[src/rtl/keypad_pkg.sv]
// keypad_pkg: shared types and helpers for the matrix keypad scanner.
//   state_t  - scanner FSM states (SCAN, DEBOUNCE, HELD, RELEASE)
//   key_code - linear key code row*cols + col
//   max_u    - larger of two unsigned values, for counter sizing
package keypad_pkg;

    typedef enum logic [1:0] {
        SCAN     = 2'd0,
        DEBOUNCE = 2'd1,
        HELD     = 2'd2,
        RELEASE  = 2'd3
    } state_t;

    function automatic int unsigned key_code(input int unsigned row,
                                             input int unsigned col,
                                             input int unsigned cols);
        return row * cols + col;
    endfunction

    function automatic int unsigned max_u(input int unsigned a, input int unsigned b);
        return (a > b) ? a : b;
    endfunction

endpackage

[src/rtl/keypad_row_sync.sv]
// keypad_row_sync: two-flop synchroniser for the asynchronous row returns.
// Ports:
//   clk      - clock
//   rst_n    - asynchronous active-low reset, clears both stages to 0
//   row_raw  - raw row inputs, asynchronous to clk
//   row_sync - synchronised rows, two cycles behind row_raw
module keypad_row_sync #(
    parameter int unsigned ROWS = 4
) (
    input  logic            clk,
    input  logic            rst_n,
    input  logic [ROWS-1:0] row_raw,
    output logic [ROWS-1:0] row_sync
);

    logic [ROWS-1:0] meta;

    // First stage may go metastable; only the second stage is used.
    always_ff @(posedge clk or negedge rst_n) begin
        if (!rst_n) begin
            meta     <= '0;
            row_sync <= '0;
        end else begin
            meta     <= row_raw;
            row_sync <= meta;
        end
    end

endmodule

[src/rtl/keypad_scanner.sv]
// keypad_scanner: ROWS x COLS matrix keypad scanner with debounce and a
// single-entry valid/ready output register.
// Optional feature: define KEYPAD_REPEAT_EN to add auto-repeat while a key
// is held (first repeat after REPEAT_DELAY cycles, then every REPEAT_PERIOD).
// Ports:
//   clk, rst_n  - clock, asynchronous active-low reset
//   row_i       - raw active-high row returns
//   col_o       - one-hot active-high column drive
//   key_code_o  - code of the accepted key, row*COLS + col
//   key_valid_o - key_code_o holds an unconsumed code
//   key_ready_i - consumer accepts when high together with key_valid_o
//   key_held_o  - a debounced key is currently held
//   overrun_o   - one-cycle pulse when a code is dropped (register full)
module keypad_scanner
    import keypad_pkg::*;
#(
    parameter int unsigned ROWS            = 4,
    parameter int unsigned COLS            = 4,
    parameter int unsigned SCAN_CYCLES     = 16,
    parameter int unsigned DEBOUNCE_CYCLES = 50000,
    parameter int unsigned REPEAT_DELAY    = 25_000_000,
    parameter int unsigned REPEAT_PERIOD   = 5_000_000
) (
    input  logic                          clk,
    input  logic                          rst_n,
    input  logic [ROWS-1:0]               row_i,
    output logic [COLS-1:0]               col_o,
    output logic [$clog2(ROWS*COLS)-1:0]  key_code_o,
    output logic                          key_valid_o,
    input  logic                          key_ready_i,
    output logic                          key_held_o,
    output logic                          overrun_o
);

    localparam int unsigned CODE_W  = $clog2(ROWS * COLS);
    localparam int unsigned ROW_W   = $clog2(ROWS);
    localparam int unsigned COL_W   = $clog2(COLS);
    localparam int unsigned CNT_MAX = max_u(SCAN_CYCLES, DEBOUNCE_CYCLES);
    localparam int unsigned CNT_W   = (CNT_MAX > 1) ? $clog2(CNT_MAX) : 1;

    // Reject illegal configurations at elaboration.
    if (ROWS < 2 || COLS < 2 || SCAN_CYCLES < 3 || DEBOUNCE_CYCLES < 1 ||
        REPEAT_DELAY < 1 || REPEAT_PERIOD < 1) begin : g_param_check
        $error("keypad_scanner: illegal parameter value");
    end

    state_t              state, state_nxt;
    logic [CNT_W-1:0]    cnt, cnt_nxt;
    logic [COL_W-1:0]    col_idx, col_nxt, col_adv;
    logic [ROW_W-1:0]    row_idx, row_nxt, low_row;
    logic [COLS-1:0]     col_o_nxt;
    logic [CODE_W-1:0]   code_nxt, code_emit;
    logic                valid_nxt, held_nxt, overrun_nxt;
    logic                emit;
    logic [ROWS-1:0]     rs;
    logic                rs_sel;

`ifdef KEYPAD_REPEAT_EN
    localparam int unsigned REP_MAX = max_u(REPEAT_DELAY, REPEAT_PERIOD);
    localparam int unsigned REP_W   = (REP_MAX > 1) ? $clog2(REP_MAX) : 1;

    logic [REP_W-1:0] rep_cnt, rep_cnt_nxt, rep_target;
    logic             rep_armed, rep_armed_nxt;

    // First repeat waits REPEAT_DELAY, later ones REPEAT_PERIOD.
    assign rep_target = rep_armed ? REP_W'(REPEAT_PERIOD - 1) : REP_W'(REPEAT_DELAY - 1);
`endif

    keypad_row_sync #(
        .ROWS     (ROWS)
    ) u_row_sync (
        .clk      (clk),
        .rst_n    (rst_n),
        .row_raw  (row_i),
        .row_sync (rs)
    );

    assign rs_sel    = rs[row_idx];
    assign col_adv   = (col_idx == COL_W'(COLS - 1)) ? '0 : col_idx + COL_W'(1);
    assign code_emit = CODE_W'(key_code(32'(row_idx), 32'(col_idx), COLS));

    // Lowest set row wins when several rows return on one column.
    always_comb begin
        low_row = '0;
        for (int i = int'(ROWS) - 1; i >= 0; i--) begin
            if (rs[i]) low_row = ROW_W'(i);
        end
    end

    // State and output registers.
    always_ff @(posedge clk or negedge rst_n) begin
        if (!rst_n) begin
            state       <= SCAN;
            cnt         <= '0;
            col_idx     <= '0;
            row_idx     <= '0;
            col_o       <= COLS'(1);
            key_code_o  <= '0;
            key_valid_o <= 1'b0;
            key_held_o  <= 1'b0;
            overrun_o   <= 1'b0;
`ifdef KEYPAD_REPEAT_EN
            rep_cnt     <= '0;
            rep_armed   <= 1'b0;
`endif
        end else begin
            state       <= state_nxt;
            cnt         <= cnt_nxt;
            col_idx     <= col_nxt;
            row_idx     <= row_nxt;
            col_o       <= col_o_nxt;
            key_code_o  <= code_nxt;
            key_valid_o <= valid_nxt;
            key_held_o  <= held_nxt;
            overrun_o   <= overrun_nxt;
`ifdef KEYPAD_REPEAT_EN
            rep_cnt     <= rep_cnt_nxt;
            rep_armed   <= rep_armed_nxt;
`endif
        end
    end

    // Next-state, emit request and output-register update.
    always_comb begin
        state_nxt   = state;
        cnt_nxt     = cnt;
        col_nxt     = col_idx;
        row_nxt     = row_idx;
        held_nxt    = key_held_o;
        emit        = 1'b0;
        code_nxt    = key_code_o;
        valid_nxt   = key_valid_o & ~key_ready_i;
        overrun_nxt = 1'b0;
`ifdef KEYPAD_REPEAT_EN
        rep_cnt_nxt   = '0;
        rep_armed_nxt = 1'b0;
`endif

        case (state)
            SCAN: begin
                // Sample only on the last dwell cycle so the synchroniser
                // has caught up with the newly driven column.
                if (cnt == CNT_W'(SCAN_CYCLES - 1)) begin
                    cnt_nxt = '0;
                    if (rs == '0) begin
                        col_nxt = col_adv;
                    end else begin
                        row_nxt   = low_row;
                        state_nxt = DEBOUNCE;
                    end
                end else begin
                    cnt_nxt = cnt + CNT_W'(1);
                end
            end

            DEBOUNCE: begin
                if (!rs_sel) begin
                    state_nxt = SCAN;
                    col_nxt   = col_adv;
                    cnt_nxt   = '0;
                end else if (cnt == CNT_W'(DEBOUNCE_CYCLES - 1)) begin
                    emit      = 1'b1;
                    held_nxt  = 1'b1;
                    state_nxt = HELD;
                    cnt_nxt   = '0;
                end else begin
                    cnt_nxt = cnt + CNT_W'(1);
                end
            end

            HELD: begin
                if (!rs_sel) begin
                    state_nxt = RELEASE;
                    cnt_nxt   = '0;
                end else begin
`ifdef KEYPAD_REPEAT_EN
                    if (rep_cnt == rep_target) begin
                        emit          = 1'b1;
                        rep_cnt_nxt   = '0;
                        rep_armed_nxt = 1'b1;
                    end else begin
                        rep_cnt_nxt   = rep_cnt + REP_W'(1);
                        rep_armed_nxt = rep_armed;
                    end
`endif
                end
            end

            RELEASE: begin
                // A bounce back high returns to HELD without a new code.
                if (rs_sel) begin
                    state_nxt = HELD;
                    cnt_nxt   = '0;
                end else if (cnt == CNT_W'(DEBOUNCE_CYCLES - 1)) begin
                    held_nxt  = 1'b0;
                    col_nxt   = col_adv;
                    state_nxt = SCAN;
                    cnt_nxt   = '0;
                end else begin
                    cnt_nxt = cnt + CNT_W'(1);
                end
            end

            default: begin
                state_nxt = SCAN;
                cnt_nxt   = '0;
            end
        endcase

        // Load when empty or being drained this cycle; otherwise drop.
        if (emit) begin
            if (!key_valid_o || key_ready_i) begin
                code_nxt  = code_emit;
                valid_nxt = 1'b1;
            end else begin
                overrun_nxt = 1'b1;
            end
        end

        col_o_nxt = COLS'(1) << col_nxt;
    end

endmodule

[config.mk]
export PLATFORM = sky130hd
export DESIGN_NAME = keypad_scanner
export DESIGN_NICKNAME = d
export VERILOG_FILES = /design/src/rtl/keypad_pkg.sv /design/src/rtl/keypad_row_sync.sv /design/src/rtl/keypad_scanner.sv
export SDC_FILE = /design/constraint.sdc
export NUM_CORES = 1
export LEC_CHECK = 0
export CAP_MARGIN = 20
export CORE_MARGIN = 2
export CORE_UTILIZATION = 57
export DETAILED_ROUTE_END_ITERATION = 12
export DONT_BUFFER_PORTS = 1
export MAX_ROUTING_LAYER = met4
export PLACE_DENSITY = 0.83
export SYNTH_ARGS = -nofsm -noshare
export SYNTH_HDL_FRONTEND = slang
export SYNTH_SLANG_ARGS = --single-unit
[constraint.sdc]
create_clock -name clk -period 3.4 [get_ports clk]
set_input_delay 0.51 -clock clk [delete_from_list [all_inputs] [get_ports clk]]
set_output_delay 0.51 -clock clk [all_outputs]
set_load 0.05 [all_outputs]
==> impl_metrics.ini, run 1 <==
[status]
status = complete, no violations

[final_layout]
fin_cells = 230
fillers = 276
sequential_cell_area_um2 = 1027
multiInputGateArea_um2 = 909.6
fin_nets = 192
antenna_cells = 0
area_growth_syn_to_layout_pct = 6.027
drive_above_1_share = 0.1630

[detailed_routing]
drtIter0Drc = 49
avgViaCountPerCell = 5.883
wl_per_cell_um = 14.78
drc = 0
drtPass1Iterations = 4
antenna_left = 0
vias = 1353
wirelength_um = 3399

[global_routing]
track_usage = 0.2048
grt_max_degree = 42
first_global_vias = 1395
grt-ovfl-total = 0
antenna_found_initial = 0
use_met1 = 0.2230
top_usage_layer = met2
use_met3 = 0.06607
met2_usage = 0.3338
grt_pass1_wl_um = 6085

[placement]
placed_cells = 220
hpwl_um = 2493
portBuffers = 0
gp_congestion = 0.8612

[sta]
relSlewSlack = 0.6040
hold_violations = 0
maxSlewViolCount = 0
holdWs_ns = 0.1754
layout_worst_path_cycle_share = 0.7336
fin_crit_ns = 2.494
max_freq_mhz = 400.9
finalSetupViolations = 0
rsz0062_at_grt = false
fin_skew_ns = 0.003305
fin_setup_tns_ns = 0
worst_pin_slew_ns = 0.5929

[worst_setup_path]
cp_slowest_cell = or4_4
max_stage_delay_ns = 0.56
crit_chain = or4_4 -> nor4_2 -> o21ai_0 -> a31oi_4 -> nor2_1
cp_max_fo = 15
cp_num_buf_inv = 0
critPathTopFamily = simple AND/OR/NAND/NOR gates
r2r_setup_slack_ns = 0.91
worstPathArrival_ns = 2.72
end_kind = flip-flop
critPathLaunchType = flip-flop
critPathRequiredTime_ns = 3.63
critPathKind = flip-flop to flip-flop

[floorplanning]
core_area_um2 = 3337
die_h_um = 63.14
dieArea_um2 = 3986
start_util = 0.5973
die_w_um = 63.14
rows = 21
io_pins = 18

[power_and_ir_drop]
p_total_w = 0.001427
leakagePower_nw = 0.9559
vdd_ir_drop_max_v = 0.0002582
power_density_nw_per_um2 = 675.5

[yosys]
yosysUniqueCellTypes = 46
ys_ff_latch = 41
synthArstFlopShare = 1.000
postSynthCellCount = 180
netlist_area_um2 = 1993
yosys_warnings = 0
yosysSeqAreaShare = 0.5154
synth_edf_count = 0
synth_ff_type = dfrtp_1
synth.avg_cell_area_um2 = 11.07
syn_nets = 189

[clock_network]
insertion_delay_ns = 0.35
post-cts-setup-buffer-count = 0
numCtsBuffers = 5
cts_tree = built
root_buffer = clkbuf_4
cts_sinks = 41
clk_path_buf_depth = 2
clkTransAtPathRegs_ns = 0.11
h-tree-depth = 2

[hold_path]
hold_path.class = primary input to flip-flop

[run]
maxCapViolations = 0
==> cell families (layout without fill, tap and decap cells) <==
kind of cell | count (synthesis) | after routing | synth area share
simple gates | 77 | 77 | 0.2172
flops | 41 | 41 | 0.5154
compound gates | 23 | 23 | 0.08851
xor+xnor | 14 | 14 | 0.06152
mux | 12 | 12 | 0.07658
buf+inv | 11 | 15 | 0.02825
fa+ha+maj | 2 | 2 | 0.01255
==> worst paths after layout <==
path,from,depth (start not counted),to
max in group asynchronous,rst_n,2,col_o[0]
max,cnt[11],5,cnt[9]
min reg2reg,u_row_sync.meta[1],0,u_row_sync.row_sync[1]
min,row_i[2],0,u_row_sync.meta[2]
max reg2reg,cnt[11],5,cnt[9]
min in group asynchronous,rst_n,2,overrun_o
==> cell usage after synthesis, types with 2 or more instances <==
master	n	area (um2)
o21ai_0	7	35.03
ha_1	2	25.02
a21oi_1	6	30.03
inv_1	5	18.77
clkbuf_2	2	10.01
mux2_4	3	45.04
dfrtp_1	40	1001
nand2b_1	3	18.77
a211oi_1	3	22.52
and3_1	2	12.51
nor2_1	26	97.59
mux2_2	4	45.04
nand3_1	11	55.05
nand4_1	4	25.02
nor4_2	2	25.02
or4_4	2	22.52
nand2_1	9	33.78
o31ai_1	2	15.01
xor2_1	9	78.83
mux2i_1	4	40.04
xnor2_1	5	43.79
or4_1	5	37.54
==> per-layer routing <==
metal,share of wire,vias to the layer above
met2,0.52,39
met3,0.056,11
li1,-,641
met1,0.40,662
met4,0.026,0
met5,0,-
==> what timing repair did <==
action / 4_1_cts / 5_1_grt
gates resized for setup: 0 / 0
hold endpoints to repair: 41 / 0
endpoints found under the setup margin: 0 / 0
hold buffers: 2 / 0
==> cell type report <==
class | instances | area share
sequential | 41 | 0.4861
multi-input combinational | 128 | 0.4304
clock buffer | 7 | 0.03079
tap | 46 | 0.02724
timing repair buffer | 2 | 0.01421
inverter | 5 | 0.008881
clock inverter | 1 | 0.002368
==> per-stage QoR <==
stage          setup slack (ns)  utilization  area (um2)
6_report                 0.9058       0.6333        2113
5_1_grt                  0.7150       0.6333        2113
2_1_floorplan             1.135            -        1993
4_1_cts                  0.9144       0.6333        2113
3_5_place_dp             0.9468       0.6033        2013
3_3_place_gp              1.039       0.6033        2013
==> registers in the layout, summed over array words and instances, names as in the netlist, named ones only <==
signal / count
key_valid_o: 1
state: 1
col_o: 4
key_held_o: 1
key_code_o: 4
overrun_o: 1
u_row_sync.row_sync: 4
row_idx: 2
u_row_sync.meta: 4
cnt: 16
col_idx: 2
==> report_power, final <==
group,internal [W],leakage (nW),switching [W]
logic,0.000183,0.383,0.000206
clock network,0.000120,0.0413,0.000150
registers,0.000581,0.532,0.000188
total,0.000884,0.956,0.000543
==> layout by cell type (no fill, tap or decap), types with 2 or more instances in the layout <==
cell and count:
xnor2_1 5, nand2_1 9, a21oi_1 6, a211oi_1 3, xor2_1 9, nor4_2 2, or4_1 5, o21ai_0 7
ha_1 2, o31ai_1 2, inv_1 5, and3_1 2, clkbuf_8 2, mux2_2 4, mux2i_1 4, nor2_1 26
nand2b_1 3, nand3_1 11, mux2_4 3, or4_4 2, dfrtp_1 40, nand4_1 4, clkbuf_4 5
(Power assumes the default switching activity.)
==> run 2: changes to the inputs <==
Clock period 3.4 ns to 2.4 ns, I/O delays scaled along.
==> impl_metrics.ini, run 2 (synthesis gave the netlist of run 1 again) <==
[placement]
portBuffers = 0
hpwl_um = 2742
gp_congestion = 0.8438

[floorplanning]
die_h_um = 63.14
io_pins = 18
start_util = 0.5973
dieArea_um2 = 3986
rows = 21
core_area_um2 = 3337
die_w_um = 63.14

[global_routing]
grt_max_degree = 42
grt-ovfl-total = 0
grt_pass1_wl_um = 6541
antenna_found_initial = 0
first_global_vias = 1397
track_usage = 0.2185

[power_and_ir_drop]
p_total_w = 0.002043
pwr-share-comb = 0.305
leakagePower_nw = 1.011
power.share.clock = 0.166
swShare = 0.3986
p_switching_w = 0.0008144
pwr-share-seq = 0.529
vdd_ir_drop_max_v = 0.0005334
power_density_nw_per_um2 = 917.8
intPower_w = 0.001229

[sta]
hold_violations = 0
relSlewSlack = 0.6054
layout_worst_path_cycle_share = 0.9499
fin_setup_tns_ns = 0
rsz0062_at_grt = false
worst_pin_slew_ns = 0.5907
fin_skew_ns = 0.01122
fin_crit_ns = 2.280
max_freq_mhz = 438.7
maxSlewViolCount = 0
finalSetupViolations = 0
holdWs_ns = 0.2318

[worst_setup_path]
end_kind = flip-flop
cp_max_fo = 6
worstPathArrival_ns = 2.53
cp_slowest_cell = or4_4
max_stage_delay_ns = 0.62
endpoint = col_idx[0]
r2r_end = col_idx[0]
critPathKind = flip-flop to flip-flop
r2r_setup_slack_ns = 0.12
startpoint = cnt[12]
critPathLaunchType = flip-flop
rr_startpoint = cnt[12]
crit_chain = or4_4 -> or4_4 -> nor2b_4 -> o21bai_4 -> mux2_4
critPathRequiredTime_ns = 2.65
timing.critical_path.mode_cell = or4_4
r2r.worst_path.cells = 5

[final_layout]
fin_util = 0.6670
largest_register = cnt
final_common_cell = dfrtp_1
drive_above_1_share = 0.2041
largest_reg_flops = 16
area_growth_syn_to_layout_pct = 11.68
fin_nets = 204
final_cell_mix = 40 x dfrtp_1, 26 x nor2_1, 11 x nand3_1
antenna_cells = 0

[clock_network]
cts_sinks = 41
root_buffer = clkbuf_4
h-tree-depth = 2
clkTransAtPathRegs_ns = 0.13
clk_path_buf_depth = 2
post-cts-setup-buffer-count = 0
cts_tree = built
numCtsBuffers = 5
insertion_delay_ns = 0.35

[detailed_routing]
avgViaCountPerCell = 5.864
drtPass1Iterations = 4
antenna_left = 0
wirelength_um = 3878
drc = 0
wl_per_cell_um = 16.02
vias = 1419
drtIter0Drc = 64

[hold_path]
hold_path.class = primary input to flip-flop

[run]
maxCapViolations = 0

[status]
status = complete, no violations
-- run 2: worst max-delay path, delay by kind of cell, from the launching register on --
family             cells  cell delay [ns]
and+or+nand+nor        3             1.32
AOI/OAI and AO/OA      1             0.11
muxes                  1             0.31
DFF                    1             0.44
-- run 2: stage by stage --
stage	setup slack (ns)	cells	instance area, um2
final	0.1203	242	2226
after detailed placement	0.002394	228	2086
after CTS	0.07671	238	2175
after global routing	0.004769	242	2226
after global placement	0.06995	228	2086
after floorplan	0.1353	180	1993
-- run 2: worst min path at each step --
| stage | start | to | slack, ns | cells past startpoint |
|---|---|---|---|---|
| detailed placement | rst_n | key_valid_o | 0.07 | 0 |
| global placement | rst_n | key_valid_o | 0.07 | 0 |
| CTS | row_i[2] | u_row_sync.meta[2] | 0.01 | 0 |
| floorplan | rst_n | asynchronous set/reset pin | 0.06 | 0 |
| finish | key_ready_i | overrun_o | 0.23 | 2 |
| global route | key_ready_i | overrun_o | 0.21 | 2 |
-- run 2: power by group through the flow --
stage | combinational (W) | sequential, W | clock (W)
after CTS | 0.000614 | 0.00108 | 0.000349
after floorplan | 0.000477 | 0.00105 | 0
final | 0.000622 | 0.00108 | 0.000340
after global routing | 0.000685 | 0.00111 | 0.000381
after detailed placement | 0.000590 | 0.00110 | 0
after global placement | 0.000546 | 0.00108 | 0
-- run 2: area by class of cell --
class | count | area (um2)
Clock inverter | 3 | 17.52
Fill cell | 264 | 1111
Timing Repair Buffer | 14 | 142.6
Multi-Input combinational cell | 128 | 924.6
Sequential cell | 41 | 1027
Tap cell | 46 | 57.56
Clock buffer | 5 | 37.54
Inverter | 5 | 18.77
-- run 2: metal layers --
metal / part of all wire / up-vias / track usage
met2: 0.53 / 33 / 0.3750
met5: 0 / - / -
li1: - / 666 / -
met4: 0.0049 / 0 / 0.06667
met1: 0.42 / 718 / 0.2568
met3: 0.041 / 2 / 0.04821
-- run 2: what timing repair did --
action                                 4_1_cts  5_1_grt
gates resized for setup                      1        2
setup endpoints to repair                    2        4
hold buffers                                 2        4
endpoints found under the hold margin       41        4
